File: src/rtl/fxp_mac_pipe.sv
// Pipelined signed fixed-point multiply-accumulate with per-element rounding/saturation
// sideband and a single global-enable valid/ready handshake on both ports.
module fxp_mac_pipe #(
  parameter int WIDTH = 16,
  parameter int FRAC  = 14,
  parameter int GUARD = 8,
  parameter int PIPE  = 2
) (
  input  logic                    CLK,
  input  logic                    RST_N,
  input  logic                    in_valid,
  output logic                    in_ready,
  input  logic signed [WIDTH-1:0] in_a,
  input  logic signed [WIDTH-1:0] in_b,
  input  logic                    in_first,
  input  logic                    in_last,
  input  logic                    cfg_round,
  input  logic                    cfg_sat,
  output logic                    out_valid,
  input  logic                    out_ready,
  output logic [WIDTH-1:0]        out_data,
  output logic                    out_ovf
);

  localparam int PW = 2 * WIDTH;
  localparam int AW = PW + GUARD;
  // One extra bit so the rounding increment can never wrap the accumulator value.
  localparam int TW = AW + 1;

  localparam logic signed [TW-1:0] RND_C  = {{(TW-1){1'b0}}, 1'b1} << (FRAC - 1);
  localparam logic signed [TW-1:0] ZERO_C = '0;
  localparam logic signed [TW-1:0] MAX_C  = {{(TW-WIDTH+1){1'b0}}, {(WIDTH-1){1'b1}}};
  localparam logic signed [TW-1:0] MIN_C  = {{(TW-WIDTH+1){1'b1}}, {(WIDTH-1){1'b0}}};

  typedef struct packed {
    logic          vld;
    logic          first;
    logic          last;
    logic          rnd;
    logic          sat;
    logic [PW-1:0] prod;
  } stage_t;

  stage_t stage_q [PIPE];
  stage_t stage_d [PIPE];
  stage_t tail;

  logic signed [PW-1:0] mult;
  logic signed [AW-1:0] acc_q, acc_d, acc_sum, prod_ext;
  logic signed [TW-1:0] acc_ext, rnd_add, sum_rnd, t_val;
  logic                 en, fire, t_ovf;
  logic [WIDTH-1:0]     t_data;

  logic             out_valid_q, out_valid_d;
  logic [WIDTH-1:0] out_data_q, out_data_d;
  logic             out_ovf_q, out_ovf_d;

  // A stalled output freezes the whole pipe, so one enable serves every stage.
  assign en       = !out_valid_q || out_ready;
  assign in_ready = en;
  assign mult     = PW'(in_a) * PW'(in_b);

  // NOTE: every always_comb output gets a default first so no path can infer a latch.
  always_comb begin
    stage_d = stage_q;
    if (en) begin
      stage_d[0].vld   = in_valid;
      stage_d[0].first = in_first;
      stage_d[0].last  = in_last;
      stage_d[0].rnd   = cfg_round;
      stage_d[0].sat   = cfg_sat;
      stage_d[0].prod  = mult;
      for (int i = 1; i < PIPE; i++) begin
        stage_d[i] = stage_q[i-1];
      end
    end
  end

  always_comb begin
    tail     = stage_q[PIPE-1];
    fire     = en && tail.vld;
    prod_ext = AW'($signed(tail.prod));
    acc_sum  = tail.first ? prod_ext : acc_q + prod_ext;
    acc_d    = fire ? acc_sum : acc_q;

    acc_ext  = {acc_sum[AW-1], acc_sum};
    rnd_add  = tail.rnd ? RND_C : ZERO_C;
    sum_rnd  = acc_ext + rnd_add;
    t_val    = sum_rnd >>> FRAC;
    t_ovf    = (t_val > MAX_C) || (t_val < MIN_C);
    if (tail.sat && t_ovf) begin
      t_data = t_val[TW-1] ? MIN_C[WIDTH-1:0] : MAX_C[WIDTH-1:0];
    end else begin
      t_data = t_val[WIDTH-1:0];
    end
  end

  // Whenever enabled the output slot is empty or being drained, so it simply takes
  // whatever the accumulate stage produces this cycle.
  always_comb begin
    out_valid_d = out_valid_q;
    out_data_d  = out_data_q;
    out_ovf_d   = out_ovf_q;
    if (en) begin
      out_valid_d = fire && tail.last;
      if (fire && tail.last) begin
        out_data_d = t_data;
        out_ovf_d  = t_ovf;
      end
    end
  end

  // NOTE: sequential state uses non-blocking assignments so all flops see pre-edge values.
  always_ff @(posedge CLK or negedge RST_N) begin
    if (!RST_N) begin
      for (int i = 0; i < PIPE; i++) begin
        stage_q[i] <= '0;
      end
      acc_q       <= '0;
      out_valid_q <= 1'b0;
      out_data_q  <= '0;
      out_ovf_q   <= 1'b0;
    end else begin
      stage_q     <= stage_d;
      acc_q       <= acc_d;
      out_valid_q <= out_valid_d;
      out_data_q  <= out_data_d;
      out_ovf_q   <= out_ovf_d;
    end
  end

  assign out_valid = out_valid_q;
  assign out_data  = out_data_q;
  assign out_ovf   = out_ovf_q;

endmodule

File: config.mk
export PLATFORM = sky130hd
export DESIGN_NAME = fxp_mac_pipe
export DESIGN_NICKNAME = d
export VERILOG_FILES = /design/src/rtl/fxp_mac_pipe.sv
export SDC_FILE = /design/constraint.sdc
export NUM_CORES = 1
export LEC_CHECK = 0
export ABC_CLOCK_PERIOD_IN_PS = 8000
export CAP_MARGIN = 20
export CORE_MARGIN = 4
export CORE_UTILIZATION = 70
export CTS_BUF_LIST = sky130_fd_sc_hd__clkbuf_8 sky130_fd_sc_hd__clkbuf_16
export DETAILED_ROUTE_END_ITERATION = 8
export PLACE_DENSITY_LB_ADDON = 0.08
export SLEW_MARGIN = 40
export SYNTH_ARGS = -nofsm -noshare
export SYNTH_HDL_FRONTEND = slang
export SYNTH_SLANG_ARGS = --single-unit
File: constraint.sdc
create_clock -name CLK -period 8 [get_ports CLK]
set_input_delay 1.6 -clock CLK [delete_from_list [all_inputs] [get_ports CLK]]
set_output_delay 1.6 -clock CLK [all_outputs]
set_load 0.02 [all_outputs]
**Word level (Yosys, flattened, before mapping)**

Index checks and enable logic that the tools add are counted.

- Logic and storage cells: 32
- Bits of input ports: 40
- Output and inout bits: 19
- Register bits: 132

- Magnitude comparators: 2
- Add/subtract/negate cells: 2
- Reductions and logical operators: 7
- Multiplexer cells: 4
- Multiply operators: 1

Operators with widths:

| cell | number |
|---|---|
| $add A40 B15 Y41 | 1 |
| $add A40 B32 Y40 | 1 |
| $mux W40 | 1 |
| $mul A16 B16 Y32 | 1 |
| $mux W16 | 2 |
| $gt A27 B16 Y1 const B | 1 |
| $lt A27 B16 Y1 const B | 1 |
| $mux W14 | 1 |
| $logic_and A1 B1 Y1 | 3 |
| $logic_or A1 B1 Y1 | 2 |
| $reduce_and A2 Y1 | 1 |
| $logic_not A1 Y1 | 1 |

**Logic depth before layout (Yosys ltp)**

Gate-level depths: netlist of the first run.

- Word-level depth: 7
- Mapped depth: 28

**Least setup slack after synthesis of the first run**

OpenSTA, ideal clock, no wires.

- Path kind: input -> register
- From: input in_b[1]
- To: register stage_q[68] (netlist bit)
- Arrival: 7558 ps
- Buffers on the path: 1
- Setup slack: 305 ps
- Stages: 26
- Required time: 7863 ps
- Cells stage by stage: clkbuf_1 -> nand2_1 -> inv_1 -> fa_1 -> fa_1 -> inv_1 -> fa_1 -> inv_1 -> fa_1 -> inv_1 -> fa_1 -> fa_1 -> inv_1 -> ha_1 -> nor2b_1 -> o21ai_0 -> nand2b_1 -> a21oi_1 -> inv_1 -> nand2_1 -> a31oi_1 -> o21a_1 -> o311a_1 -> nor2_1 -> xnor2_1 -> a21oi_1

- Longest elaborated chain between the ends: 1

Ends and longest elaborated chain:

| what | RTL line | text |
|---|---|---|
| from (decl) | 14 | `input logic signed [WIDTH-1:0] in_b,` |
| $mul A16 B16 Y32 | 61 | `assign mult = PW'(in_a) * PW'(in_b);` |
| to (signal assigned) | 124 | `stage_q <= stage_d;` |
| to (decl) | 44 | `stage_t stage_q [PIPE];` |

Every way passes these cells.
A chain may end at the register's enable or synchronous reset.

**Worst setup path in the final report of the first run**

- From: input in_a[15]
- To: register stage_q[68] (netlist bit)

- Longest elaborated chain between the ends: 1

Ends and longest elaborated chain:

| what | RTL line | text |
|---|---|---|
| from (decl) | 13 | `input logic signed [WIDTH-1:0] in_a,` |
| $mul A16 B16 Y32 | 61 |  |

Every way passes these cells.

==> impl_metrics.csv, run 1 <==
group,metric,value,unit
global_routing,grt_pass1_vias,15902,
floorplanning,die_w,171,um
floorplanning,die_y,171,um
worst_setup_path,critPathMaxFanout,12,
sta,max_freq,130,MHz
cts,cts_htree_levels,4,
detailed_routing,dr.first_iter.drc_count,1118,
synth,ys_seq_elements,132,
synth,synth_area,18700,sq um
worst_setup_path,crit_type,"input port to flop",
sta,fin_hold_ws,0.471,ns
detailed_routing,wl,48.6,mm
cts,clock-sinks,132,
synth,ys.flop_type,"dfrtp_1",
synth,synth_edf_count,0,
floorplanning,core-area,26100,sq um
sta,slew_headroom,48.1,%
sta,worst_slew_pin_slew,0.757,ns
synth,synthTopCellsByArea,"fa_1, dfrtp_1, ha_1",
cts,cts-root-buf,"clkbuf_16",
detailed_routing,detailroute.via_count,15460,
layout,area_growth,10.1,%
worst_setup_path,startpoint_type,"input port",
detailed_routing,route.detailed.drc,0,
global_routing,grt.overflow.total,0,
global_routing,grt_pass1_wl,80.1,mm
cts,holdBufCountCts,0,
hold_path,hold_path_depth,2,
sta,worst_slack,0.304,ns
layout,fin_nets,2626,
cts,cts_tree,"built",
floorplanning,ios,59,
cts,cts_buffers,17,
synth,yosys_warnings,0,
detailed_routing,drt-pass1-iter-count,5,
sta,rsz0062_at_grt,"false",
cts,clock_path_buffers,2,
synth,synthesis.nets,2560,
synth,synth-seq-area-share,17.7,%
worst_setup_path,required,8.29,ns
global_routing,grt_start_max_net_pins,74,
place,io_buffers,58,
layout,fillers,1783,
sta,hold_viol_final,0,
sta,fin_tns_setup,0,ns
floorplanning,std_cell_rows,59,
sta,slew_violations,0,
sta,skew,0.0140,ns
sta,layout_min_cycle_time,7.70,ns
layout,num_antenna_cells,0,
floorplanning,initial_core_util,71.4,%
hold_path,hp-class,"flop to flop",
cts,clock_latency,0.44,ns
cts,postCtsSetupBuffers,0,
floorplanning,die_area,29300,sq um
outcome,run_status,"finished, final reports clean",
worst_setup_path,r2r_cells,17,
place,routabilityCongestion,0.980,
synth,syn-instance-count,2135,
sta,setup_viol,0,
job,drv_cap,0,
layout,multi_input_area,13900,sq um
cts,cts.clk_slew.worst_paths,0.08,ns
detailed_routing,ant_nets,0,
layout,stdcell_count,2549,
detailed_routing,via_per_inst,6.07,
place,dpl.hpwl,39.3,mm
synth,synth_cell_types,101,
synth,postSynthAreaPerCell,8.74,sq um
layout,seqCellArea,3300,sq um
global_routing,grt_use_total,34.2,%
place,place_inst,2517,
cts,ctsResizeCount,0,
detailed_routing,wl_per_cell,19.1,um
synth,synth_area_leader_cell,"fa_1",
place,dp_slack,-0.220,ns
synth,synth_top_area_share,28.2,%
sta,min_period_over_period,96.2,%
worst_setup_path,endpoint_kind,"flop",
worst_setup_path,crit_arrival,7.99,ns
layout,drive_gt1_share,7.99,%
global_routing,grt_antenna_before_repair,0,
synth,async_flop_share,100,%
==> critical path, stage by stage <==
cell             delay (ns)
clkdlybuf4s50_1        0.59
buf_6                  0.20
nand2_1                0.10
inv_1                  0.15
fa_1                   0.52
fa_1                   0.60
inv_1                  0.07
fa_1                   0.54
inv_1                  0.05
fa_1                   0.50
inv_1                  0.07
fa_1                   0.50
fa_1                   0.54
inv_1                  0.04
ha_1                   0.29
nor2b_1                0.13
o21ai_0                0.16
nand2b_1               0.08
a21oi_1                0.14
inv_1                  0.06
nand2_1                0.09
a31oi_1                0.12
o21a_1                 0.20
o311a_1                0.28
nor2_1                 0.11
xnor2_1                0.15
a21oi_1                0.09
==> cell usage in the layout, fill, tap and decap left out, types with 4 or more instances in the layout <==
master,count
a211o_1,15
a21o_1,32
a21oi_1,98
a31oi_1,18
and2_1,113
and3_1,17
buf_4,76
buf_6,4
clkbuf_16,17
clkdlybuf4s50_1,54
dfrtp_1,131
fa_1,263
ha_1,122
inv_1,284
inv_8,5
mux2_2,4
mux2i_1,11
nand2_1,397
nand2b_1,23
nand3_1,37
nand4_1,11
nor2_1,97
nor2b_1,25
nor3_1,15
nor4_1,10
o2111ai_1,4
o211ai_1,8
o21a_1,11
o21ai_0,81
o21ai_1,4
o21bai_1,14
o31ai_1,8
or2_2,6
or3_1,5
xnor2_1,47
xor2_1,29
==> state kept, by name, summed over array words and instances, names as in the netlist <==
name,count
acc_q,40
out_data,16
out_ovf,1
out_valid,1
prod_ext,32
stage_q,42
==> synth_stat cells, types with 11 or more instances <==
| cell | instances |
|---|---|
| dfrtp_1 | 132 |
| clkbuf_1 | 73 |
| o21bai_1 | 14 |
| a31oi_1 | 18 |
| nor2b_1 | 26 |
| inv_1 | 285 |
| xor2_1 | 29 |
| nand2_1 | 398 |
| ha_1 | 122 |
| o21ai_0 | 81 |
| a21oi_1 | 98 |
| mux2i_1 | 11 |
| nor4_1 | 11 |
| nand2b_1 | 23 |
| and2_1 | 114 |
| xnor2_1 | 47 |
| nand4_1 | 11 |
| fa_1 | 263 |
| o21a_1 | 11 |
| nand3_1 | 37 |
| a21o_1 | 32 |
| and3_1 | 17 |
| a211o_1 | 15 |
| nor3_1 | 15 |
| nor2_1 | 97 |
==> cells by family (layout without fill, tap and decap cells) <==
logic type,after synthesis,in the layout,synth area share (%)
simple gates,797,797,20.7
buf+inv,375,454,7.85
fa+ha+maj,385,385,36.4
xor+xnor,77,77,3.65
compound gates,354,354,12.9
flops,132,132,17.7
mux,15,15,0.831
==> layout make-up <==
class / instances / share of cell area [%]
Sequential cell: 132 / 16.1
Inverter: 285 / 5.20
Multi-Input combinational cell: 1628 / 67.8
Clock buffer: 17 / 2.07
Timing Repair Buffer: 137 / 5.81
Clock inverter: 15 / 1.02
Tap cell: 335 / 2.04
==> worst paths after layout <==
| path | startpoint | endpoint | slack, ns |
|---|---|---|---|
| setup / recovery | in_a[15] | stage_q[68]$_DFFE_PN0N_ | 0.30 |
| setup reg to reg | prod_ext[0]$_DFFE_PN0N_ | out_data[9]$_DFFE_PN0P_ | 2.16 |
| max in group asynchronous | RST_N | acc_q[23]$_DFFE_PN0P_ | 5.79 |
| min in group asynchronous | RST_N | acc_q[38]$_DFFE_PN0P_ | 1.16 |
| hold / removal | stage_q[73]$_DFFE_PN0N_ | stage_q[73]$_DFFE_PN0N_ | 0.47 |
| hold reg to reg | stage_q[73]$_DFFE_PN0N_ | stage_q[73]$_DFFE_PN0N_ | 0.47 |
==> per-stage QoR <==
| step | instance area, sq um | util, % |
|---|---|---|
| finish | 20600 | 78.7 |
| global route | 20600 | 78.7 |
| CTS | 20500 | 78.6 |
| detailed placement | 19900 | 76.1 |
| global placement | 19900 | 76.0 |
| floorplan | 18700 | - |
==> routing by layer <==
layer	routed length [um]	part of all wire, %	track usage [%]
met1	19100	39	44.5
met2	24000	49	58.3
met3	3180	6.5	3.95
met4	2300	4.7	14.9
met5	0	0	0
Power of run 1 is left out: the tool's default activity adds up to more than one toggle a clock period on the data nets, which glitch-free logic cannot reach.
==> inputs of run 2 (changes only) <==
--- a/config.mk
+++ b/config.mk
@@ -7,7 +7,7 @@
 export LEC_CHECK = 0
 export ABC_CLOCK_PERIOD_IN_PS = 8000
 export CAP_MARGIN = 20
-export CORE_MARGIN = 4
+export CORE_MARGIN = 2
 export CORE_UTILIZATION = 70
 export CTS_BUF_LIST = sky130_fd_sc_hd__clkbuf_8 sky130_fd_sc_hd__clkbuf_16
 export DETAILED_ROUTE_END_ITERATION = 8
==> impl_metrics.csv, run 2 (same netlist as run 1, synthesis figures left out) <==
group,metric,value,unit
worst_setup_path,crit_type,"input port to flop",
cts,cts-root-buf,"clkbuf_16",
layout,drive_gt1_share,8.16,%
global_routing,grt_use_total,35.2,%
floorplanning,initial_core_util,71.4,%
detailed_routing,via_per_inst,6.00,
sta,hold_viol_final,0,
layout,fillers,1791,
sta,layout_min_cycle_time,7.67,ns
floorplanning,die_w,167,um
sta,rsz0062_at_grt,"false",
outcome,failed_checks,"DRC",
place,io_buffers,58,
job,drv_cap,0,
detailed_routing,dr.first_iter.drc_count,1109,
layout,num_antenna_cells,0,
worst_setup_path,critPathMaxFanout,8,
layout,layout_commonest_cell,"nand2_1",
global_routing,grt.overflow.total,0,
layout,final_cell_mix,"nand2_1, inv_1, fa_1",
worst_setup_path,endpoint_kind,"flop",
layout,fin_nets,2631,
cts,clock_path_buffers,2,
worst_setup_path,cpPeakStageDelay,0.59,ns
layout,registers.top_by_ff_count,"stage_q",
worst_setup_path,path_buf_inv,5,
cts,cts_buffers,17,
layout,area_growth,10.2,%
worst_setup_path,crit_chain,"clkdlybuf4s50_1 > buf_4 > nand2_1 > fa_1 > inv_1 > fa_1 > inv_1 > fa_1 > fa_1 > inv_1 > fa_1 > fa_1 > ha_1 > and2_1 > o21a_1 > a211oi_1 > o31ai_1 > nand2_1 > a31oi_1 > o21a_1 > o311a_1 > nor2_1 > xnor2_1 > a21oi_1",
floorplanning,die_area,28000,sq um
cts,clock_latency,0.44,ns
global_routing,grt_pass1_vias,15874,
hold_path,hp-class,"flop to flop",
worst_setup_path,crit_arrival,7.97,ns
layout,multi_input_area,13900,sq um
sta,worst_slew_pin_slew,0.811,ns
global_routing,grt_pass1_wl,78.2,mm
worst_setup_path,path_delay_family,"adder cells",
detailed_routing,detailroute.via_count,15336,
worst_setup_path,cp_common_cell,"fa_1",
floorplanning,std_cell_rows,59,
place,dpl.hpwl,38.9,mm
sta,fin_tns_setup,0,ns
detailed_routing,wl,47.6,mm
sta,setup_viol,0,
sta,slew_headroom,45.8,%
worst_setup_path,required,8.30,ns
global_routing,grt_start_max_net_pins,93,
global_routing,grt_antenna_before_repair,0,
sta,slew_violations,0,
sta,max_freq,130,MHz
layout,largest_reg_flops,42,
sta,min_period_over_period,95.9,%
place,routabilityCongestion,1.02,
cts,postCtsSetupBuffers,0,
floorplanning,ios,59,
worst_setup_path,startpoint_type,"input port",
floorplanning,die_y,167,um
cts,cts_htree_levels,4,
cts,clock-sinks,132,
layout,seqCellArea,3300,sq um
cts,ctsResizeCount,0,
detailed_routing,wl_per_cell,18.6,um
cts,holdBufCountCts,0,
sta,skew,0.0125,ns
detailed_routing,route.detailed.drc,2,
floorplanning,core-area,26100,sq um
detailed_routing,ant_nets,0,
worst_setup_path,slowest_stage,"clkdlybuf4s50_1",
detailed_routing,drt-pass1-iter-count,7,
cts,cts.clk_slew.worst_paths,0.07,ns
outcome,run_status,"complete, but fails checks",
cts,cts_tree,"built",
run 2: cell count changes in the layout (fill, tap and decap cells not counted), sizes merged:
| cell | change |
|---|---|
| dlymetal6s2s | -1 |
| clkdlybuf4s50 | +1 |
| bufinv | -1 |
| buf | +5 |
| clkinv | -2 |
| clkinvlp | +1 |
| clkbuf | +1 |
| inv | +1 |
run 2: cell type report:
class / instances / area share [%]
Sequential cell: 132 / 16.1
Timing Repair Buffer: 142 / 6.02
Clock buffer: 18 / 2.14
Clock inverter: 14 / 0.773
Tap cell: 335 / 2.04
Inverter: 285 / 5.20
Multi-Input combinational cell: 1628 / 67.8
run 2: metal layers:
layer / global-route usage (%) / wire (um) / up-vias / part of all wire [%]
met5: 0 / 0 / - / 0
met4: 15.6 / 2090 / 0 / 4.4
met3: 4.85 / 2850 / 124 / 6.0
met2: 61.2 / 23700 / 579 / 50
met1: 44.4 / 19000 / 7574 / 40
li1: - / - / 7059 / -
run 2: worst paths after layout:
kind / from / slack (ns) / depth (start not counted) / end
worst max register to register: prod_ext[0]$_DFFE_PN0N_ / 2.03 / 16 / out_data[0]$_DFFE_PN0P_
min in group asynchronous: RST_N / 1.11 / 1 / prod_ext[1]$_DFFE_PN0N_
worst min register to register: stage_q[73]$_DFFE_PN0N_ / 0.47 / 2 / stage_q[73]$_DFFE_PN0N_
max in group asynchronous: RST_N / 5.78 / 2 / acc_q[34]$_DFFE_PN0P_
worst min-delay path: stage_q[73]$_DFFE_PN0N_ / 0.47 / 2 / stage_q[73]$_DFFE_PN0N_
worst max-delay path: in_a[6] / 0.33 / 24 / stage_q[68]$_DFFE_PN0N_
run 2: worst register-to-register path, stage by stage, from the launching register on:
cell,delay (ns)
dfrtp_1,0.39
ha_1,0.21
fa_1,0.42
a21o_1,0.22
a22o_1,0.24
or4_4,0.48
a32oi_1,0.55
mux2i_1,0.25
o211ai_1,0.18
or4b_4,0.60
nor3b_4,0.31
nand4b_1,0.28
nor4b_2,0.32
mux2i_1,0.35
nor4_4,0.11
or2_1,0.49
a311o_1,0.45
run 2: through the flow:
stage                     hold slack (ns)  std cells  util [%]  setup slack (ns)  cell area [sq um]
final                               0.468       2554      78.7             0.327              20600
after global routing                0.495       2554      78.7           0.00420              20600
after CTS                           0.472       2554      78.6             0.313              20500
after detailed placement            0.456       2522      76.3            -0.159              19900
after global placement              0.449       2521      76.3           -0.0176              19900
after floorplan                     0.435       2135         -             0.305              18700
Power of run 2 is left out for the same reason.
